**src/rtl/z80_io_pkg.sv**
```systemverilog
// Shared types and defaults for the Z80 bus slave front end.
// Holds the decoder FSM state encoding and the address-match defaults.
// No logic; imported by the decoder and its synchronizer.
package z80_io_pkg;

  typedef enum logic [2:0] {
    ST_IDLE     = 3'd0,
    ST_WR_PULSE = 3'd1,
    ST_RD_PULSE = 3'd2,
    ST_RD_LOAD  = 3'd3,
    ST_WAIT_END = 3'd4
  } state_t;

  localparam logic [7:0] IO_MATCH_DEF  = 8'hAB;
  localparam logic [5:0] MEM_MATCH_DEF = 6'h3F;
  localparam int         REG_BITS_DEF  = 3;

endpackage

```
**src/rtl/z80_strobe_sync.sv**
```systemverilog
// Purpose: multi-flop synchronizer for the 4-bit Z80 strobe vector {mreq,iorq,rd,wr}.
// Latency: SYNC_STAGES clk cycles from raw input to synchronized output.
// Backpressure: none; free-running, resets to all-ones (all strobes inactive).
module z80_strobe_sync #(
  parameter int SYNC_STAGES = 2
) (
  input  logic       clk,
  input  logic       rst,
  input  logic [3:0] strb_raw,
  output logic [3:0] strb_sync
);

  logic [SYNC_STAGES*4-1:0] chain;

  // Shift the raw strobes through SYNC_STAGES flops; reset to inactive (high).
  always_ff @(posedge clk) begin
    if (rst) begin
      chain <= '1;
    end else begin
      chain <= {chain[SYNC_STAGES*4-5:0], strb_raw};
    end
  end

  assign strb_sync = chain[SYNC_STAGES*4-1 -: 4];

endmodule

```
**src/rtl/z80_io_decoder.sv**
```systemverilog
// Purpose: Z80 bus slave decode; turns synchronized I/O (and optional memory-window) cycles into reg strobes.
// Latency: strobe SYNC_STAGES+1 clks after /RD or /WR falls; read data driven SYNC_STAGES+3 clks after /RD falls.
// Backpressure: none; one strobe per bus cycle, bus must honour minimum strobe widths. Option macro: Z80_MEMWIN_EN.
module z80_io_decoder
  import z80_io_pkg::*;
#(
  parameter logic [7:0] IO_MATCH    = IO_MATCH_DEF,
  parameter int         REG_BITS    = REG_BITS_DEF,
`ifdef Z80_MEMWIN_EN
  parameter logic [5:0] MEM_MATCH   = MEM_MATCH_DEF,
`endif
  parameter int         SYNC_STAGES = 2
) (
  input  logic                clk,
  input  logic                rst,
  input  logic                z80_mreq_n,
  input  logic                z80_iorq_n,
  input  logic                z80_rd_n,
  input  logic                z80_wr_n,
  input  logic [15:0]         z80_a,
  input  logic [7:0]          z80_d_in,
  output logic [7:0]          z80_d_out,
  output logic                z80_d_oe,
  output logic                wr_stb,
  output logic                rd_stb,
  output logic [REG_BITS-1:0] reg_addr,
  output logic [7:0]          wr_data,
`ifdef Z80_MEMWIN_EN
  output logic                mem_sel,
`endif
  input  logic [7:0]          rd_data
);

  localparam int HW = $clog2(SYNC_STAGES + 1);

  logic [3:0]    strb_sync;
  logic          s_mreq_n, s_iorq_n, s_rd_n, s_wr_n;
  logic          claim_io, claim_mem, claim;
  logic          latch_addr, latch_wdat;
  logic          oe_off;
  logic [HW-1:0] hold;
  state_t        state, state_nxt;

  // Address bits outside the decode are deliberately ignored.
  logic unused_addr;
  assign unused_addr = ^z80_a;

  z80_strobe_sync #(
    .SYNC_STAGES(SYNC_STAGES)
  ) u_sync (
    .clk      (clk),
    .rst      (rst),
    .strb_raw ({z80_mreq_n, z80_iorq_n, z80_rd_n, z80_wr_n}),
    .strb_sync(strb_sync)
  );

  assign {s_mreq_n, s_iorq_n, s_rd_n, s_wr_n} = strb_sync;

  assign claim_io = !s_iorq_n && s_mreq_n && (z80_a[7:0] == IO_MATCH);
`ifdef Z80_MEMWIN_EN
  assign claim_mem = !s_mreq_n && s_iorq_n && (z80_a[15:10] == MEM_MATCH);
  // Read data stays on the bus only while /RD and the cycle's own select strobe are low.
  assign oe_off    = z80_rd_n || (mem_sel ? z80_mreq_n : z80_iorq_n);
`else
  assign claim_mem = 1'b0;
  assign oe_off    = z80_rd_n || z80_iorq_n;
`endif
  assign claim = claim_io || claim_mem;

  // Next-state decode: one pass through a strobe state per bus cycle, then park in WAIT_END.
  always_comb begin
    state_nxt  = state;
    latch_addr = 1'b0;
    latch_wdat = 1'b0;
    case (state)
      ST_IDLE: begin
        if (claim) begin
          if (!s_wr_n && s_rd_n) begin
            state_nxt  = ST_WR_PULSE;
            latch_addr = 1'b1;
            latch_wdat = 1'b1;
          end else if (!s_rd_n && s_wr_n) begin
            state_nxt  = ST_RD_PULSE;
            latch_addr = 1'b1;
          end else if (!s_rd_n && !s_wr_n) begin
            state_nxt  = ST_WAIT_END;
          end
        end
      end
      ST_WR_PULSE: state_nxt = ST_WAIT_END;
      ST_RD_PULSE: state_nxt = ST_RD_LOAD;
      ST_RD_LOAD:  state_nxt = ST_WAIT_END;
      ST_WAIT_END: begin
        // hold keeps us here until the synchronizer has refilled after reset,
        // so a cycle already in flight at reset release is never decoded.
        if (hold == '0 && s_iorq_n && s_rd_n && s_wr_n) begin
          state_nxt = ST_IDLE;
        end
      end
      default: state_nxt = ST_WAIT_END;
    endcase
  end

  // State register plus post-reset settle counter.
  always_ff @(posedge clk) begin
    if (rst) begin
      state <= ST_WAIT_END;
      hold  <= HW'(SYNC_STAGES);
    end else begin
      state <= state_nxt;
      if (hold != '0) begin
        hold <= hold - HW'(1);
      end
    end
  end

  // Registered single-cycle strobes, aligned with the pulse states.
  always_ff @(posedge clk) begin
    if (rst) begin
      wr_stb <= 1'b0;
      rd_stb <= 1'b0;
    end else begin
      wr_stb <= (state_nxt == ST_WR_PULSE);
      rd_stb <= (state_nxt == ST_RD_PULSE);
    end
  end

  // Capture register index (and write data) at decode time while the bus is stable.
  always_ff @(posedge clk) begin
    if (rst) begin
      reg_addr <= '0;
      wr_data  <= '0;
`ifdef Z80_MEMWIN_EN
      mem_sel  <= 1'b0;
`endif
    end else begin
      if (latch_addr) begin
        reg_addr <= claim_mem ? z80_a[REG_BITS-1:0] : z80_a[8 +: REG_BITS];
`ifdef Z80_MEMWIN_EN
        mem_sel  <= claim_mem;
`endif
      end
      if (latch_wdat) begin
        wr_data <= z80_d_in;
      end
    end
  end

  // Load bank read data one cycle after rd_stb; enable drops on the first raw release.
  always_ff @(posedge clk) begin
    if (rst) begin
      z80_d_out <= '0;
      z80_d_oe  <= 1'b0;
    end else begin
      if (state == ST_RD_LOAD) begin
        z80_d_out <= rd_data;
      end
      if (oe_off) begin
        z80_d_oe <= 1'b0;
      end else if (state_nxt == ST_RD_LOAD) begin
        z80_d_oe <= 1'b1;
      end
    end
  end

endmodule

```
**config.mk**
```make
export PLATFORM = sky130hd
export DESIGN_NAME = z80_io_decoder
export DESIGN_NICKNAME = d
export VERILOG_FILES = /design/src/rtl/z80_io_pkg.sv /design/src/rtl/z80_strobe_sync.sv /design/src/rtl/z80_io_decoder.sv
export SDC_FILE = /design/constraint.sdc
export NUM_CORES = 1
export LEC_CHECK = 0
export CORE_ASPECT_RATIO = 1.5
export CORE_UTILIZATION = 37
export DETAILED_ROUTE_END_ITERATION = 16
export PLACE_DENSITY = 0.76
export REMOVE_ABC_BUFFERS = 1
export SLEW_MARGIN = 20
export SYNTH_ARGS = -nofsm -noshare
export SYNTH_HDL_FRONTEND = slang
export SYNTH_SLANG_ARGS = --single-unit
```
**constraint.sdc**
```tcl
create_clock -name clk -period 1.6 [get_ports clk]
set_input_delay 0.32 -clock clk [delete_from_list [all_inputs] [get_ports clk]]
set_output_delay 0.32 -clock clk [all_outputs]
set_load 0.05 [all_outputs]
```
==> results.py, run 1 <==
metrics = {
    "routing": {
        "viasPerCell": 4.74,
        "via_count": 1171,
        "topRoutingLayerUsed": "met4",
        "wirelength_um": 3240,
        "drt-met1-wl_um": 1190,
        "wl_met3_um": 127,
        "ant_nets": 0,
        "met2WireLength_um": 1870,
        "drt_drc_violations_left": 0,
        "drtIter0Drc": 11,
        "dr.pass1.iters": 4,
        "post_drt_wl_per_cell_um": 13.1,
    },
    "critical_path": {
        "worstPathCellList": "inv_2 > ha_4 > or4b_4 > nor4_4 > buf_12 > mux2i_1",
        "r2r-start": "u_sync.chain[4]$_SDFF_PP1_",
        "slowest_stage": "or4b_4",
        "cp-start-kind": "flop",
        "critPathCaptureType": "flop",
        "crit_type": "flop to flop",
        "slowest_delay_ps": 470,
        "path_max_fanout": 8,
        "r2r-end": "wr_data[2]$_SDFFE_PP0P_",
        "worstSetupStartpoint": "u_sync.chain[4]$_SDFF_PP1_",
        "worst-r2r-setup-slack_ps": -40,
        "critical_path_buf_inv_count": 2,
        "r2r_cells": 6,
        "cp_data_arrival_time_ps": 1850,
        "cp_top_family": "simple AND/OR/NAND/NOR gates",
        "required_ps": 1810,
    },
    "sta": {
        "rsz0062_at_grt": "true",
        "slew_headroom": 0.654,
        "finalSetupTns_ps": -212,
        "fin_crit_sh": 1.02,
        "fin_skew_ps": 6.79,
        "worst_pin_slew_ps": 517,
        "finalMaxSlewViolations": 0,
        "clock.fmax_mhz": 610,
        "period_minus_slack_ps": 1640,
        "finalHoldViolations": 0,
        "holdWs_ps": 404,
        "layout_setup_ws_ps": -39.7,
        "setup_violations": 8,
    },
    "synth": {
        "synth_cells": 135,
        "synth.avg_cell_area_um2": 10.4,
        "synth_top_area_frac": 0.499,
        "yosys-top-cells-area": "dfxtp_1 50%, mux2i_1 14%, nand2b_1 9.8%",
        "async_flop_share": 0,
        "synth_edf_count": 0,
        "ys_top_cells_by_count": "35 x dfxtp_1, 22 x nand2b_1, 20 x mux2i_1, 12 x nor2_1, 9 x or2_2",
        "syn-cell-area_um2": 1400,
        "yosysSeqAreaShare": 0.499,
        "ys_types": 28,
        "synthMostInstantiatedCell": "dfxtp_1",
        "synth_ff_type": "dfxtp_1",
        "yosysTopAreaCell": "dfxtp_1",
        "ys_ff_latch": 35,
        "yosysWarnings": 0,
    },
    "cts": {
        "clkTransAtPathRegs_ps": 70,
        "cts_hold_buf": 0,
        "cts.path.max_buffers": 2,
        "htree_levels": 2,
        "clock-sinks": 35,
        "cts_tree": "done",
        "cts-buffers-inserted": 5,
        "clockRootBuffer": "clkbuf_8",
        "clk_latency_ps": 280,
    },
    "cells_and_area": {
        "area_delta_synth_final_pct": 55.3,
        "fin_nets": 243,
        "fin_cells": 247,
        "antennaDiodeCount": 0,
        "drive_above_1_share": 0.299,
    },
    "die": {
        "start_util": 0.385,
        "die_w_um": 52.3,
        "die_area_um2": 4050,
        "ios": 60,
        "die_y_um": 77.4,
        "coreArea_um2": 3650,
        "num_rows": 27,
    },
    "place": {
        "io_buffers": 54,
        "place_inst": 237,
        "place.gp.congestion": 0.791,
        "post-place-ws_ps": -353,
        "dp.final_hpwl_um": 2420,
    },
    "global_route": {
        "overflow": 0,
        "antenna_found_initial": 0,
        "grt_pass1_wl_um": 5100,
        "grt_pass1_vias": 1160,
        "grt_max_degree": 44,
        "track_usage": 0.173,
    },
    "worst_hold_path": {
        "worstHoldPathType": "flop to flop",
        "whs_endpoint": "u_sync.chain[6]$_SDFF_PP1_",
        "min_delay_path_depth": 1,
        "min_from": "u_sync.chain[2]$_SDFF_PP1_",
    },
    "pwr": {
        "power_mw": 1.90,
        "pwr_density_cell_nw_per_um2": 870,
        "peakVddDrop_uv": 587,
        "p_leak_nw": 0.945,
    },
    "status": {
        "status": "finished, violations left",
        "failed_checks": "negative setup slack",
    },
    "run": {
        "cap_violations": 0,
    },
}
-- power breakdown --
part	leakage, nW	internal, mW	switching, mW	total (mW)
combinational	0.610	0.172	0.109	0.280
clock	0.0515	0.392	0.291	0.684
sequential	0.284	0.911	0.0209	0.931
-- registers in the layout, indices dropped and copies added (netlist names) --
name,cells
u_sync.chain,8
reg_addr,3
rd_stb,1
z80_d_out,8
wr_stb,1
hold,2
state,3
z80_d_oe,1
wr_data,8
-- area by class of cell --
| cell class | instances | area, um^2 |
|---|---|---|
| clock buffers | 8 | 100 |
| inverters | 3 | 11.3 |
| well taps | 43 | 53.8 |
| multi-input cells | 92 | 708 |
| repair buffers | 66 | 603 |
| flip-flops and latches | 35 | 703 |
| fillers | 322 | 1470 |
-- per-layer routing --
layer  up-vias  global-route usage
met4         0              0.0868
li1        590                   -
met1       548               0.163
met5         -                   0
met3         4              0.0529
met2        29               0.316
-- what timing repair did --
action | 4_1_cts | 5_1_grt
endpoints found under the setup margin | 12 | 14
pin swaps | 2 | 3
buffers inserted | 2 | 0
resized for setup | 5 | 4
-- stage by stage --
step                      area [um^2]   util
after global placement           2020  0.555
final                            2180  0.597
after global routing             2180  0.597
after detailed placement         2020  0.555
after floorplan                  1390      -
after CTS                        2160  0.591
-- how the worst max path moves through the flow --
stage                          endpoint  slack, ps  cells past startpoint
5_1_grt         wr_data[1]$_SDFFE_PP0P_       -110                      6
3_3_place_gp        state[2]$_SDFF_PP1_       -270                      5
3_5_place_dp   reg_addr[1]$_SDFFE_PP0P_       -350                      5
6_report        wr_data[2]$_SDFFE_PP0P_        -40                      6
2_1_floorplan   wr_data[0]$_SDFFE_PP0P_       -160                      5
4_1_cts        reg_addr[1]$_SDFFE_PP0P_       -120                      6
-- layout by cell type, fill, tap and decap left out, types with 2 or more instances in the layout --
master           Yosys  layout
nor4_4               2       2
dfxtp_1             35      33
buf_4                0      32
inv_1                3       2
mux2i_1             20      20
dfxtp_2              0       2
nand2b_1            22      22
clkbuf_8             0       7
nor2_1              12      12
clkdlybuf4s50_1      0      31
nand2_1              2       2
nand3_1              2       2
buf_12               0       2
or2_2                9       9
nor3_1               4       4
-- cell families after synthesis --
| family | after synthesis | synth area share |
|---|---|---|
| XOR/XNOR | 1 | 0.00624 |
| adder cells (fa/ha/maj) | 2 | 0.0178 |
| flip-flops | 35 | 0.499 |
| multiplexers | 20 | 0.143 |
| buffers and inverters | 8 | 0.0214 |
| AO/OA/AOI/OAI | 5 | 0.0196 |
| AND/OR/NAND/NOR | 64 | 0.293 |
(Power assumes the default switching activity.)
==> run 2: changes to the inputs <==
--- a/config.mk
+++ b/config.mk
@@ -6,9 +6,9 @@
 export NUM_CORES = 1
 export LEC_CHECK = 0
 export CORE_ASPECT_RATIO = 1.5
-export CORE_UTILIZATION = 37
+export CORE_UTILIZATION = 41
 export DETAILED_ROUTE_END_ITERATION = 16
-export PLACE_DENSITY = 0.76
+export PLACE_DENSITY = 0.8
 export REMOVE_ABC_BUFFERS = 1
 export SLEW_MARGIN = 20
 export SYNTH_ARGS = -nofsm -noshare
==> constraint.sdc (replaced) <==
create_clock -name clk -period 1.75 [get_ports clk]
set_input_delay 0.35 -clock clk [delete_from_list [all_inputs] [get_ports clk]]
set_output_delay 0.35 -clock clk [all_outputs]
set_load 0.05 [all_outputs]
==> run 2 against run 1 <==
  * The run now ends clean
  * Sequential cell count unchanged
  * Wire length down 3.5%
  * Clock skew down 2.0 ps
  * Register-to-register slack better by 160 ps
  * First-iteration DRC count up 73%
  * Worst setup slack better by 160 ps
  * Die area down 9.5%
  * Cell count down 2.4%
  * Cell area down 1.5%
  * Combinational power down 16%
  * Global-route usage up 2.7 points
  * Count of clock-buffer cells in the layout down 2
==> results.py, run 2 (synthesis gave the netlist of run 1 again) <==
metrics = {
    "die": {
        "die_area_um2": 3670,
        "die_y_um": 73.7,
        "start_util": 0.436,
        "coreArea_um2": 3220,
        "num_rows": 25,
        "die_w_um": 49.8,
        "ios": 60,
    },
    "routing": {
        "drt_drc_violations_left": 0,
        "ant_nets": 0,
        "drtIter0Drc": 19,
        "wirelength_um": 3130,
        "post_drt_wl_per_cell_um": 13.0,
        "viasPerCell": 4.95,
        "via_count": 1193,
        "dr.pass1.iters": 4,
    },
    "cts": {
        "cts_hold_buf": 0,
        "clkTransAtPathRegs_ps": 70,
        "cts_tree": "done",
        "cts.path.max_buffers": 2,
        "clock-sinks": 35,
        "cts-buffers-inserted": 5,
        "htree_levels": 2,
        "clockRootBuffer": "clkbuf_8",
        "clk_latency_ps": 290,
        "post-cts-setup-buffers": 0,
    },
    "cells_and_area": {
        "layout_common_cells": "34 x dfxtp_1, 32 x clkdlybuf4s50_1, 29 x buf_4, 22 x nand2b_1, 20 x mux2i_1",
        "layout_commonest_cell": "dfxtp_1",
        "area_delta_synth_final_pct": 52.9,
        "finalInstanceArea_um2": 2150,
        "nFillCells": 254,
        "drive_above_1_share": 0.279,
        "fin_util": 0.666,
        "antennaDiodeCount": 0,
        "fin_nets": 240,
        "top_regs": "u_sync.chain x8, wr_data x8, z80_d_out x8",
    },
    "pwr": {
        "p_seq_frac": 0.465,
        "peakVddDrop_uv": 610,
        "internal_power_mw": 1.44,
        "switchingPower_mw": 0.399,
        "power.share.switching": 0.217,
        "clkPwrFrac": 0.407,
        "pwr_density_cell_nw_per_um2": 856,
        "p_leak_nw": 0.925,
        "p_comb_frac": 0.128,
    },
    "sta": {
        "rsz0062_at_grt": "false",
        "slew_headroom": 0.662,
        "fin_crit_sh": 0.932,
        "period_minus_slack_ps": 1630,
        "worst_pin_slew_ps": 505,
        "clock.fmax_mhz": 613,
        "setup_violations": 0,
        "finalMaxSlewViolations": 0,
        "fin_skew_ps": 4.75,
        "finalHoldViolations": 0,
        "layout_setup_ws_ps": 119,
    },
    "status": {
        "status": "finished clean",
    },
    "critical_path": {
        "slowest_delay_ps": 390,
        "path_max_fanout": 3,
        "required_ps": 1960,
        "crit_type": "input port to flop",
        "worstPathCellList": "clkdlybuf4s50_1 > nand4bb_1 > buf_4 > nor4_4 > mux2i_1",
        "critical_path_buf_inv_count": 2,
        "cp_top_family": "simple AND/OR/NAND/NOR gates",
        "critPathCaptureType": "flop",
        "cp-start-kind": "input port",
        "slowest_stage": "clkdlybuf4s50_1",
        "cp_data_arrival_time_ps": 1840,
    },
    "place": {
        "io_buffers": 54,
        "postPlaceCellArea_um2": 2010,
        "place.gp.congestion": 0.879,
        "post-place-ws_ps": -215,
        "dp.final_hpwl_um": 2350,
    },
    "global_route": {
        "track_usage": 0.200,
        "grt_max_degree": 44,
        "grt_pass1_vias": 1276,
        "grt_pass1_wl_um": 5380,
        "overflow": 0,
        "antenna_found_initial": 0,
    },
    "worst_hold_path": {
        "worstHoldPathType": "flop to flop",
    },
    "run": {
        "cap_violations": 0,
    },
}
run 2: cell count changes in the layout (fill, tap and decap cells not counted), sizes merged:
cell           change
buf                -3
bufinv             +1
clkbuf             -2
clkdlybuf4s50      +1
clkinv             +1
dlymetal6s2s       -1
run 2: what timing repair did:
| item | in CTS | in global routing |
|---|---|---|
| pin swaps | 1 | 1 |
| endpoints found under the setup margin | 3 | 3 |
| gates resized for setup | 4 | 0 |
| endpoints found under the hold margin | 0 | 0 |
run 2: final cells by class:
class	instances	area [um^2]	share of cell area
Sequential cell	35	702	0.327
Multi-Input combinational cell	92	688	0.321
Timing Repair Buffer	63	578	0.269
Clock buffer	6	82.6	0.0385
Tap cell	40	50.0	0.0233
Clock inverter	2	35.0	0.0163
Inverter	3	11.3	0.00524
run 2: path summary, 6_finish.rpt:
| path | start | end | slack, ps | depth (start not counted) |
|---|---|---|---|---|
| worst min register to register | u_sync.chain[0]$_SDFF_PP1_ | u_sync.chain[4]$_SDFF_PP1_ | 410 | 1 |
| worst min-delay path | u_sync.chain[0]$_SDFF_PP1_ | u_sync.chain[4]$_SDFF_PP1_ | 410 | 1 |
| worst max-delay path | z80_a[4] | reg_addr[2]$_SDFFE_PP0P_ | 120 | 5 |
| worst max register to register | u_sync.chain[4]$_SDFF_PP1_ | wr_data[4]$_SDFFE_PP0P_ | 120 | 6 |
run 2: metal layers:
layer / part of all wire / wire [um] / vias to the layer above / global-route usage
li1: - / - / 583 / -
met1: 0.36 / 1110 / 565 / 0.197
met4: 0.031 / 97 / 0 / 0.117
met5: 0 / 0 / - / 0
met2: 0.57 / 1800 / 34 / 0.363
met3: 0.039 / 121 / 11 / 0.0621
run 2: power groups by stage:
stage	sequential (mW)	clock (mW)	combinational (mW)
floorplan	0.867	0	0.120
CTS	0.855	0.764	0.237
global placement	0.870	0	0.221
global route	0.859	0.791	0.263
finish	0.855	0.748	0.236
detailed placement	0.873	0	0.233
run 2: per-stage QoR:
stage	hold WS [ps]	cells	TNS, ps	power, mW
2_1_floorplan	389	130	-105	0.988
3_3_place_gp	394	233	-1540	1.09
3_5_place_dp	403	233	-1920	1.11
6_report	413	241	0	1.84
4_1_cts	418	241	-37.8	1.86
5_1_grt	424	241	0	1.91
==> run 3: changes to the inputs <==
--- a/config.mk
+++ b/config.mk
@@ -6,6 +6,7 @@
 export NUM_CORES = 1
 export LEC_CHECK = 0
 export CORE_ASPECT_RATIO = 1.5
+export CORE_MARGIN = 2
 export CORE_UTILIZATION = 41
 export DETAILED_ROUTE_END_ITERATION = 16
 export PLACE_DENSITY = 0.8
==> run 3 against run 2 <==
  * Clock skew grew 2.8 ps
  * Sequential cell count unchanged
  * Critical path depth unchanged
  * Non-clock buffer count shrank 2
  * Cell area is 3.1% lower
  * Largest cell class unchanged
==> results.py, run 3 (synthesis gave the netlist of run 1 again) <==
metrics = {
    "status": {
        "status": "finished clean",
    },
    "critical_path": {
        "slowest_delay_ps": 470,
        "cp_data_arrival_time_ps": 1880,
        "critPathCaptureType": "flop",
        "crit_type": "flop to flop",
        "worstPathCellList": "ha_4 > or4b_4 > nor4_4 > buf_12 > mux2i_1",
        "path_max_fanout": 8,
        "cp-start-kind": "flop",
        "required_ps": 1960,
        "slowest_stage": "or4b_4",
        "r2r_cells": 5,
    },
    "cts": {
        "cts.path.max_buffers": 2,
        "cts-buffers-inserted": 5,
        "clkTransAtPathRegs_ps": 70,
        "clockRootBuffer": "clkbuf_8",
        "htree_levels": 2,
        "cts_hold_buf": 0,
        "clk_latency_ps": 280,
        "cts_tree": "done",
        "clock-sinks": 35,
    },
    "pwr": {
        "p_seq_frac": 0.529,
        "clkPwrFrac": 0.327,
        "pwr_density_cell_nw_per_um2": 779,
        "internal_power_mw": 1.24,
        "p_comb_frac": 0.145,
        "p_leak_nw": 0.885,
        "power.share.switching": 0.235,
        "switchingPower_mw": 0.380,
        "peakVddDrop_uv": 723,
    },
    "sta": {
        "rsz0062_at_grt": "false",
        "period_minus_slack_ps": 1670,
        "finalMaxSlewViolations": 0,
        "clock.fmax_mhz": 598,
        "finalHoldViolations": 0,
        "fin_crit_sh": 0.956,
        "slew_headroom": 0.663,
        "fin_skew_ps": 7.57,
        "worst_pin_slew_ps": 504,
        "setup_violations": 0,
        "finalSetupTns_ps": 0,
    },
    "cells_and_area": {
        "regArea_um2": 702,
        "drive_above_1_share": 0.264,
        "nFillCells": 281,
        "layout_commonest_cell": "dfxtp_1",
        "fin_util": 0.621,
        "top_regs": "u_sync.chain x8, wr_data x8, z80_d_out x8",
        "fin_nets": 238,
        "multi_input_area_um2": 688,
        "area_delta_synth_final_pct": 48.2,
        "layout_common_cells": "34 x dfxtp_1, 32 x clkdlybuf4s50_1, 28 x buf_4, 22 x nand2b_1, 20 x mux2i_1",
        "finalInstanceArea_um2": 2080,
        "antennaDiodeCount": 0,
    },
    "place": {
        "dp.final_hpwl_um": 2350,
        "place.gp.congestion": 0.758,
        "postPlaceCellArea_um2": 1990,
        "io_buffers": 54,
    },
    "global_route": {
        "grt_max_degree": 17,
        "grt_pass1_vias": 1090,
        "track_usage": 0.161,
        "antenna_found_initial": 0,
        "overflow": 0,
        "grt_pass1_wl_um": 4450,
    },
    "run": {
        "cap_violations": 0,
    },
    "routing": {
        "ant_nets": 0,
        "wirelength_um": 3010,
        "drtIter0Drc": 25,
        "viasPerCell": 4.85,
        "post_drt_wl_per_cell_um": 12.6,
        "drt_drc_violations_left": 0,
        "via_count": 1159,
        "dr.pass1.iters": 4,
    },
    "die": {
        "coreArea_um2": 3350,
        "die_w_um": 51.8,
        "die_y_um": 75.7,
        "ios": 60,
        "die_area_um2": 3920,
        "start_util": 0.419,
        "num_rows": 26,
    },
    "worst_hold_path": {
        "min_delay_path_depth": 1,
        "worstHoldPathType": "flop to flop",
    },
}
==> run 3: final timing paths <==
kind	startpoint	endpoint	slack, ps
hold reg to reg	u_sync.chain[1]$_SDFF_PP1_	u_sync.chain[5]$_SDFF_PP1_	410
setup / recovery	u_sync.chain[5]$_SDFF_PP1_	wr_data[6]$_SDFFE_PP0P_	80
hold / removal	u_sync.chain[1]$_SDFF_PP1_	u_sync.chain[5]$_SDFF_PP1_	410
setup reg to reg	u_sync.chain[5]$_SDFF_PP1_	wr_data[6]$_SDFFE_PP0P_	80
==> run 3: timing repair <==
item,in CTS,in global routing
buffers inserted,0,0
endpoints found under the setup margin,3,3
pin swaps,1,1
gates resized for setup,4,0
==> run 3: layer usage <==
metal | GRT usage | vias up | wire [um]
li1 | - | 583 | -
met1 | 0.142 | 547 | 1070
met2 | 0.303 | 24 | 1750
met3 | 0.0451 | 5 | 111
met4 | 0.120 | 0 | 69
met5 | 0 | - | 0
==> run 3: stage by stage <==
stage / power (mW) / worst slack [ps] / hold WS, ps / instances
2_1_floorplan: 0.988 / -13.2 / 389 / 130
3_3_place_gp: 1.09 / -145 / 391 / 233
3_5_place_dp: 1.11 / -158 / 395 / 233
4_1_cts: 1.64 / 32.3 / 411 / 239
5_1_grt: 1.70 / 17.7 / 421 / 239
6_report: 1.62 / 77.7 / 410 / 239
==> run 3: layout make-up <==
class | instances | area share
Sequential cell | 35 | 0.337
Multi-Input combinational cell | 92 | 0.331
Timing Repair Buffer | 61 | 0.265
Clock buffer | 5 | 0.0331
Tap cell | 42 | 0.0253
Inverter | 3 | 0.00541
Clock inverter | 1 | 0.00361
==> run 3: power groups by stage <==
stage	combinational, mW	sequential (mW)	clock (mW)
CTS	0.238	0.856	0.548
global route	0.261	0.861	0.579
finish	0.234	0.857	0.529
floorplan	0.120	0.867	0
detailed placement	0.234	0.873	0
global placement	0.216	0.870	0
==> run 3: worst max-delay path: cells and delay by family (launching register included) <==
kind / cells / cell delay, ps
flops: 1 / 390
fa+ha+maj: 1 / 160
simple gates: 2 / 670
mux: 1 / 190
buf+inv: 1 / 180
